--- src/rtl/id_stage.sv ---
// Instruction decode stage: decodes the fetched word, reads operands, detects
// RAW hazards against EX/MEM, and loads the EX pipeline register.
// Optional feature macro: ID_FWD_EN (forward final MEM results instead of stalling).
module id_stage #(
  parameter int unsigned REG_ADDR_WIDTH = 5,
  parameter int unsigned REG_DATA_WIDTH = 32
) (
  input  logic                      clk,
  input  logic                      rst,
  input  logic                      if_valid,
  input  logic [31:0]               if_inst,
  input  logic [31:0]               if_pc,
  output logic                      id_ready,
  input  logic                      flush,
  output logic [REG_ADDR_WIDTH-1:0] raddr1,
  output logic [REG_ADDR_WIDTH-1:0] raddr2,
  output logic                      re1,
  output logic                      re2,
  input  logic [REG_DATA_WIDTH-1:0] rdata1,
  input  logic [REG_DATA_WIDTH-1:0] rdata2,
  input  logic                      mem_we,
  input  logic [REG_ADDR_WIDTH-1:0] mem_waddr,
  input  logic [REG_DATA_WIDTH-1:0] mem_wdata,
  input  logic                      mem_data_ok,
  output logic                      ex_valid,
  input  logic                      ex_ready,
  output logic [31:0]               ex_pc,
  output logic [5:0]                ex_op,
  output logic [5:0]                ex_funct,
  output logic [4:0]                ex_shamt,
  output logic [REG_DATA_WIDTH-1:0] ex_src1,
  output logic [REG_DATA_WIDTH-1:0] ex_src2,
  output logic [31:0]               ex_imm,
  output logic [REG_ADDR_WIDTH-1:0] ex_waddr,
  output logic                      ex_we,
  output logic                      ex_is_load,
  output logic                      ex_is_store,
  output logic                      ex_illegal
);

  localparam logic [5:0] OP_RTYPE = 6'h00;
  localparam logic [5:0] OP_ADDI  = 6'h08;
  localparam logic [5:0] OP_ADDIU = 6'h09;
  localparam logic [5:0] OP_ANDI  = 6'h0C;
  localparam logic [5:0] OP_ORI   = 6'h0D;
  localparam logic [5:0] OP_XORI  = 6'h0E;
  localparam logic [5:0] OP_LUI   = 6'h0F;
  localparam logic [5:0] OP_LW    = 6'h23;
  localparam logic [5:0] OP_SW    = 6'h2B;

  typedef struct packed {
    logic [31:0]               pc;
    logic [5:0]                op;
    logic [5:0]                funct;
    logic [4:0]                shamt;
    logic [REG_DATA_WIDTH-1:0] src1;
    logic [REG_DATA_WIDTH-1:0] src2;
    logic [31:0]               imm;
    logic [REG_ADDR_WIDTH-1:0] waddr;
    logic                      we;
    logic                      is_load;
    logic                      is_store;
    logic                      illegal;
  } ex_pkt_t;

  logic [5:0]                op;
  logic [4:0]                rs, rt, rd;
  logic [15:0]               imm16;
  logic                      dec_re1, dec_re2;
  logic [REG_DATA_WIDTH-1:0] opnd1, opnd2;
  logic                      stall1, stall2;
  logic                      hold, stall;
  ex_pkt_t                   dec;
  ex_pkt_t                   ex_q;

  assign op    = if_inst[31:26];
  assign rs    = if_inst[25:21];
  assign rt    = if_inst[20:16];
  assign rd    = if_inst[15:11];
  assign imm16 = if_inst[15:0];

  // Field decode of the incoming instruction (operands filled in below)
  always_comb begin
    dec_re1        = 1'b0;
    dec_re2        = 1'b0;
    dec            = '0;
    dec.pc         = if_pc;
    dec.op         = op;
    dec.funct      = if_inst[5:0];
    dec.shamt      = if_inst[10:6];
    unique case (op)
      OP_RTYPE: begin
        dec_re1 = 1'b1; dec_re2 = 1'b1;
        dec.waddr = REG_ADDR_WIDTH'(rd); dec.we = 1'b1;
      end
      OP_ADDI, OP_ADDIU: begin
        dec_re1 = 1'b1;
        dec.waddr = REG_ADDR_WIDTH'(rt); dec.we = 1'b1;
        dec.imm = {{16{imm16[15]}}, imm16};
      end
      OP_ANDI, OP_ORI, OP_XORI: begin
        dec_re1 = 1'b1;
        dec.waddr = REG_ADDR_WIDTH'(rt); dec.we = 1'b1;
        dec.imm = {16'h0000, imm16};
      end
      OP_LUI: begin
        dec.waddr = REG_ADDR_WIDTH'(rt); dec.we = 1'b1;
        dec.imm = {imm16, 16'h0000};
      end
      OP_LW: begin
        dec_re1 = 1'b1;
        dec.waddr = REG_ADDR_WIDTH'(rt); dec.we = 1'b1; dec.is_load = 1'b1;
        dec.imm = {{16{imm16[15]}}, imm16};
      end
      OP_SW: begin
        dec_re1 = 1'b1; dec_re2 = 1'b1; dec.is_store = 1'b1;
        dec.imm = {{16{imm16[15]}}, imm16};
      end
      default: dec.illegal = 1'b1;
    endcase
    dec.src1 = re1 ? opnd1 : '0;
    dec.src2 = re2 ? opnd2 : '0;
  end

  // Register-file read port: quiet when fetch has nothing to offer
  always_comb begin
    re1    = if_valid & dec_re1;
    re2    = if_valid & dec_re2;
    raddr1 = if_valid ? REG_ADDR_WIDTH'(rs) : '0;
    raddr2 = if_valid ? REG_ADDR_WIDTH'(rt) : '0;
  end

  // RAW hazard detection and operand selection; register 0 never matches
  logic ex_hit1, ex_hit2, mem_hit1, mem_hit2;
  assign ex_hit1  = re1 & (raddr1 != '0) & ex_valid & ex_we & (raddr1 == ex_waddr);
  assign ex_hit2  = re2 & (raddr2 != '0) & ex_valid & ex_we & (raddr2 == ex_waddr);
  assign mem_hit1 = re1 & (raddr1 != '0) & mem_we & (raddr1 == mem_waddr);
  assign mem_hit2 = re2 & (raddr2 != '0) & mem_we & (raddr2 == mem_waddr);

`ifdef ID_FWD_EN
  // A final MEM result is bypassed; a pending load still has to wait
  always_comb begin
    stall1 = ex_hit1 | (mem_hit1 & ~mem_data_ok);
    stall2 = ex_hit2 | (mem_hit2 & ~mem_data_ok);
    opnd1  = (mem_hit1 & mem_data_ok) ? mem_wdata : rdata1;
    opnd2  = (mem_hit2 & mem_data_ok) ? mem_wdata : rdata2;
  end
`else
  logic unused_fwd;
  assign unused_fwd = ^{mem_data_ok, mem_wdata};

  // Without bypassing, every in-flight producer stalls the consumer
  always_comb begin
    stall1 = ex_hit1 | mem_hit1;
    stall2 = ex_hit2 | mem_hit2;
    opnd1  = rdata1;
    opnd2  = rdata2;
  end
`endif

  assign hold     = ex_valid & ~ex_ready;
  assign stall    = if_valid & (stall1 | stall2);
  assign id_ready = ~hold & ~stall & ~flush;

  // EX pipeline register: load, bubble, hold, or squash
  always_ff @(posedge clk or posedge rst) begin
    if (rst) begin
      ex_valid <= 1'b0;
      ex_q     <= '0;
    end else if (flush | ~hold) begin
      if (if_valid & id_ready) begin
        ex_valid <= 1'b1;
        ex_q     <= dec;
      end else begin
        ex_valid      <= 1'b0;
        ex_q.we       <= 1'b0;
        ex_q.is_load  <= 1'b0;
        ex_q.is_store <= 1'b0;
        ex_q.illegal  <= 1'b0;
      end
    end
  end

  assign ex_pc       = ex_q.pc;
  assign ex_op       = ex_q.op;
  assign ex_funct    = ex_q.funct;
  assign ex_shamt    = ex_q.shamt;
  assign ex_src1     = ex_q.src1;
  assign ex_src2     = ex_q.src2;
  assign ex_imm      = ex_q.imm;
  assign ex_waddr    = ex_q.waddr;
  assign ex_we       = ex_q.we;
  assign ex_is_load  = ex_q.is_load;
  assign ex_is_store = ex_q.is_store;
  assign ex_illegal  = ex_q.illegal;

endmodule
--- config.mk ---
export PLATFORM = sky130hd
export DESIGN_NAME = id_stage
export DESIGN_NICKNAME = d
export VERILOG_FILES = /design/src/rtl/id_stage.sv
export SDC_FILE = /design/constraint.sdc
export NUM_CORES = 1
export LEC_CHECK = 0
export CAP_MARGIN = 20
export CORE_AREA = 2 2 133 135
export DETAILED_ROUTE_END_ITERATION = 12
export DIE_AREA = 0 0 135 137
export DONT_BUFFER_PORTS = 1
export PLACE_DENSITY_LB_ADDON = 0.3
export SLEW_MARGIN = 30
export SYNTH_ARGS = -nofsm -noshare
export SYNTH_HDL_FRONTEND = slang
export SYNTH_SLANG_ARGS = --single-unit
--- constraint.sdc ---
create_clock -name clk -period 7.1 [get_ports clk]
set_input_delay 0.71 -clock clk [delete_from_list [all_inputs] [get_ports clk]]
set_output_delay 0.71 -clock clk [all_outputs]
set_load 0.05 [all_outputs]
==> metrics.txt <==
actual slew at the worst max-slew pin=0.899 ns; CTS buffer count=17; commonest non-fill, non-tap cell in the layout=dfrtp_1; I/O pin total=340; setup TNS=0 ns; antenna-violating nets left=0; pin count of the biggest net entering global routing=77; switching power of the nets=0.837 mW; post-synthesis cell type count=47; H-tree depth=4; # fillers=1544; Cells after Synth=528; WP data required=7.40 ns; clock skew=0.0102 ns; crit-path cells=or4_1 -> nor3_4 -> o21ai_0 -> inv_1 -> a211o_2 -> buf_4 -> mux2_2; Fin. Hold Viols=0; Leak=3.26 nW; Core Area=0.0171 mm^2; CP Launch Point=if_inst[30]; Crit path largest cell delay=0.60 ns; fin nets=695; Post-CTS Resized=0; sequential element share of the synthesized area=58.7%; reg2reg path depth=8; crit path DAT=4.08 ns; initial DRC count=238; Worst Hold Class=input pin to asynchronous set/reset pin; layout cells sized above 1=11.2%; DR DRC count=0; final non-filler cell total=762; hold buffers post-CTS=0; Total Die Area=0.0185 mm^2; RePlAce Congestion=0.841; TritonCTS clock tree=yes; grt total ovfl=0; row count=48; Seq pwr share=53.9%; run status=finished, final reports clean; Seq cells post-synth=155; EDFF count, synth=0; Mapped Nets=700; PortBufs=0; worst rel slew slack=39.8%; Critical Path Sink Type=flop; critical path launch point type=input pin; GR Util All Layers=18.5%; min Tclk post-route=3.78 ns; Max-Cap Viols=0; clock sink count=155; switching part of the total=35.3%; period utilisation layout=53.2%; Vias=4282; number of global-route vias before repair=4513; Adder-Cell Fraction of Synth Area=0%; Area Growth Syn to Fin=12.9%; slowest stage cell, crit path=a211o_2; Worst Setup Path Type=input pin to flop; Synth Area in Compound Gates=14.9%; die height=137 um; Main synth FF type=dfrtp_1; Syn Std Cell Area=0.00661 mm^2; die width=135 um; FMAX=0.265 GHz; postcts setup bufs=0; initial antenna violation count=2; Reg clk slew, reported paths=0.07 ns; final setup fails=0; final instance area=0.00746 mm^2; Initial Utilization=38.7%; Comb pwr share=6.8%; crit-path max FO=58; clock power share=39.3%; mux cell area share after synthesis=14.0%; Post-Synth Simple-Gate Area=6.70%; P_int=1.53 mW; Synth Warn #=0; DRT Pass-1 Iters=5; Root Driver=clkbuf_16; post-place instance area=0.00682 mm^2; commonest cells after routing, fill and taps aside=dfrtp_1 (155), a22o_1 (68), inv_1 (40), mux2_1 (40), mux2i_1 (33); first-pass GRT wire length=25900 um; Synth Area per Inst=12.5 um^2; main combinational cell family by area after synthesis=compound AO/OA/AOI/OAI gates; dpl hpwl=12500 um; Peak VDD IR=0.163 mV; RR Startpoint=ex_waddr[2]; Clock Latency Late Sink=0.42 ns; PwrDens=318 mW/mm^2; Slew Viols, Final=0; post-synthesis async set-or-reset flop share=100%; Detailed Route WL=17100 um; Max Root-Sink Buffers=2; vias per inst=5.62; Post-Place Cells=729; drt wl/cell=22.5 um; RSZ-0062 raised after global routing=false; post-synthesis xor/xnor area fraction=0.928%
==> final timing paths <==
path / to / slack [ns]
min reg2reg: ex_imm[30] / 0.78
min in group clk: ex_is_load / 0.38
max in group asynchronous: ex_imm[14] / 5.64
max reg2reg: ex_funct[5] / 3.34
max: ex_funct[5] / 3.32
min: ex_src2[13] / 0.24
==> power by group through the flow <==
stage          Clock, mW  Sequential, mW  Combinational [mW]
6_report           0.932            1.28               0.160
5_1_grt            0.993            1.29               0.180
4_1_cts            0.953            1.28               0.164
3_5_place_dp           0            1.30               0.164
3_3_place_gp           0            1.30               0.153
2_1_floorplan          0            1.28               0.140
==> synthesized netlist by cell type, types with 8 or more instances <==
| library cell | number | area (um^2) |
|---|---|---|
| and2_1 | 9 | 56.3 |
| inv_1 | 41 | 154 |
| a22o_1 | 68 | 596 |
| a21oi_1 | 21 | 105 |
| mux2_2 | 13 | 146 |
| mux2i_1 | 33 | 330 |
| nor2_1 | 15 | 56.3 |
| buf_2 | 12 | 60.1 |
| buf_4 | 8 | 60.1 |
| o21ai_0 | 9 | 45.0 |
| mux2_1 | 40 | 450 |
| clkbuf_1 | 8 | 30.0 |
| nand2_1 | 25 | 93.8 |
| dfrtp_1 | 155 | 3880 |
==> area by class of cell <==
cell class,count,area (um^2),area share [%]
clock inverters,15,199,2.67
repair buffers,5,61.3,0.822
clock buffers,17,425,5.70
flip-flops and latches,155,3880,52.0
diodes,1,2.50,0.0335
inverters,41,159,2.13
multi-input cells,303,2450,32.9
well taps,225,282,3.77
==> cells by family after synthesis <==
kind of cell	count (synthesis)
buffers and inverters	70
DFF	155
AOI/OAI and AO/OA	128
muxes	86
and+or+nand+nor	82
xor gates and xnor gates	7
==> critical path: cells and delay by family <==
kind / cells / cell delay [ns]
buf+inv: 2 / 1.10
compound gates: 2 / 0.88
simple gates: 2 / 0.94
mux: 1 / 0.40
==> flip-flops by register name, indices dropped and copies added, names as in the netlist <==
signal / count
ex_op: 6
ex_is_load: 1
ex_valid: 1
ex_src2: 32
ex_is_store: 1
ex_shamt: 5
ex_we: 1
ex_src1: 32
ex_waddr: 5
ex_illegal: 1
ex_pc: 32
ex_imm: 32
ex_funct: 6
==> metrics by stage <==
stage	worst slack, ns	util [%]	hold WS (ns)	total power [mW]
after floorplan	2.21	-	0.749	1.42
after global placement	2.97	39.8	0.688	1.45
after detailed placement	2.81	40.0	0.711	1.46
after CTS	3.23	43.7	0.251	2.40
after global routing	2.95	43.7	0.283	2.46
final	3.32	43.7	0.238	2.37
==> layer usage <==
| metal | share of wire [%] | wire length (um) | track usage (%) | vias up |
|---|---|---|---|---|
| met5 | 0.082 | 14 | 0 | - |
| li1 | - | - | - | 1890 |
| met3 | 11 | 1850 | 7.78 | 27 |
| met1 | 37 | 6320 | 22.0 | 2115 |
| met4 | 2.3 | 395 | 7.00 | 2 |
| met2 | 50 | 8550 | 29.9 | 248 |
No activity file was read; power rests on OpenSTA's default activity.
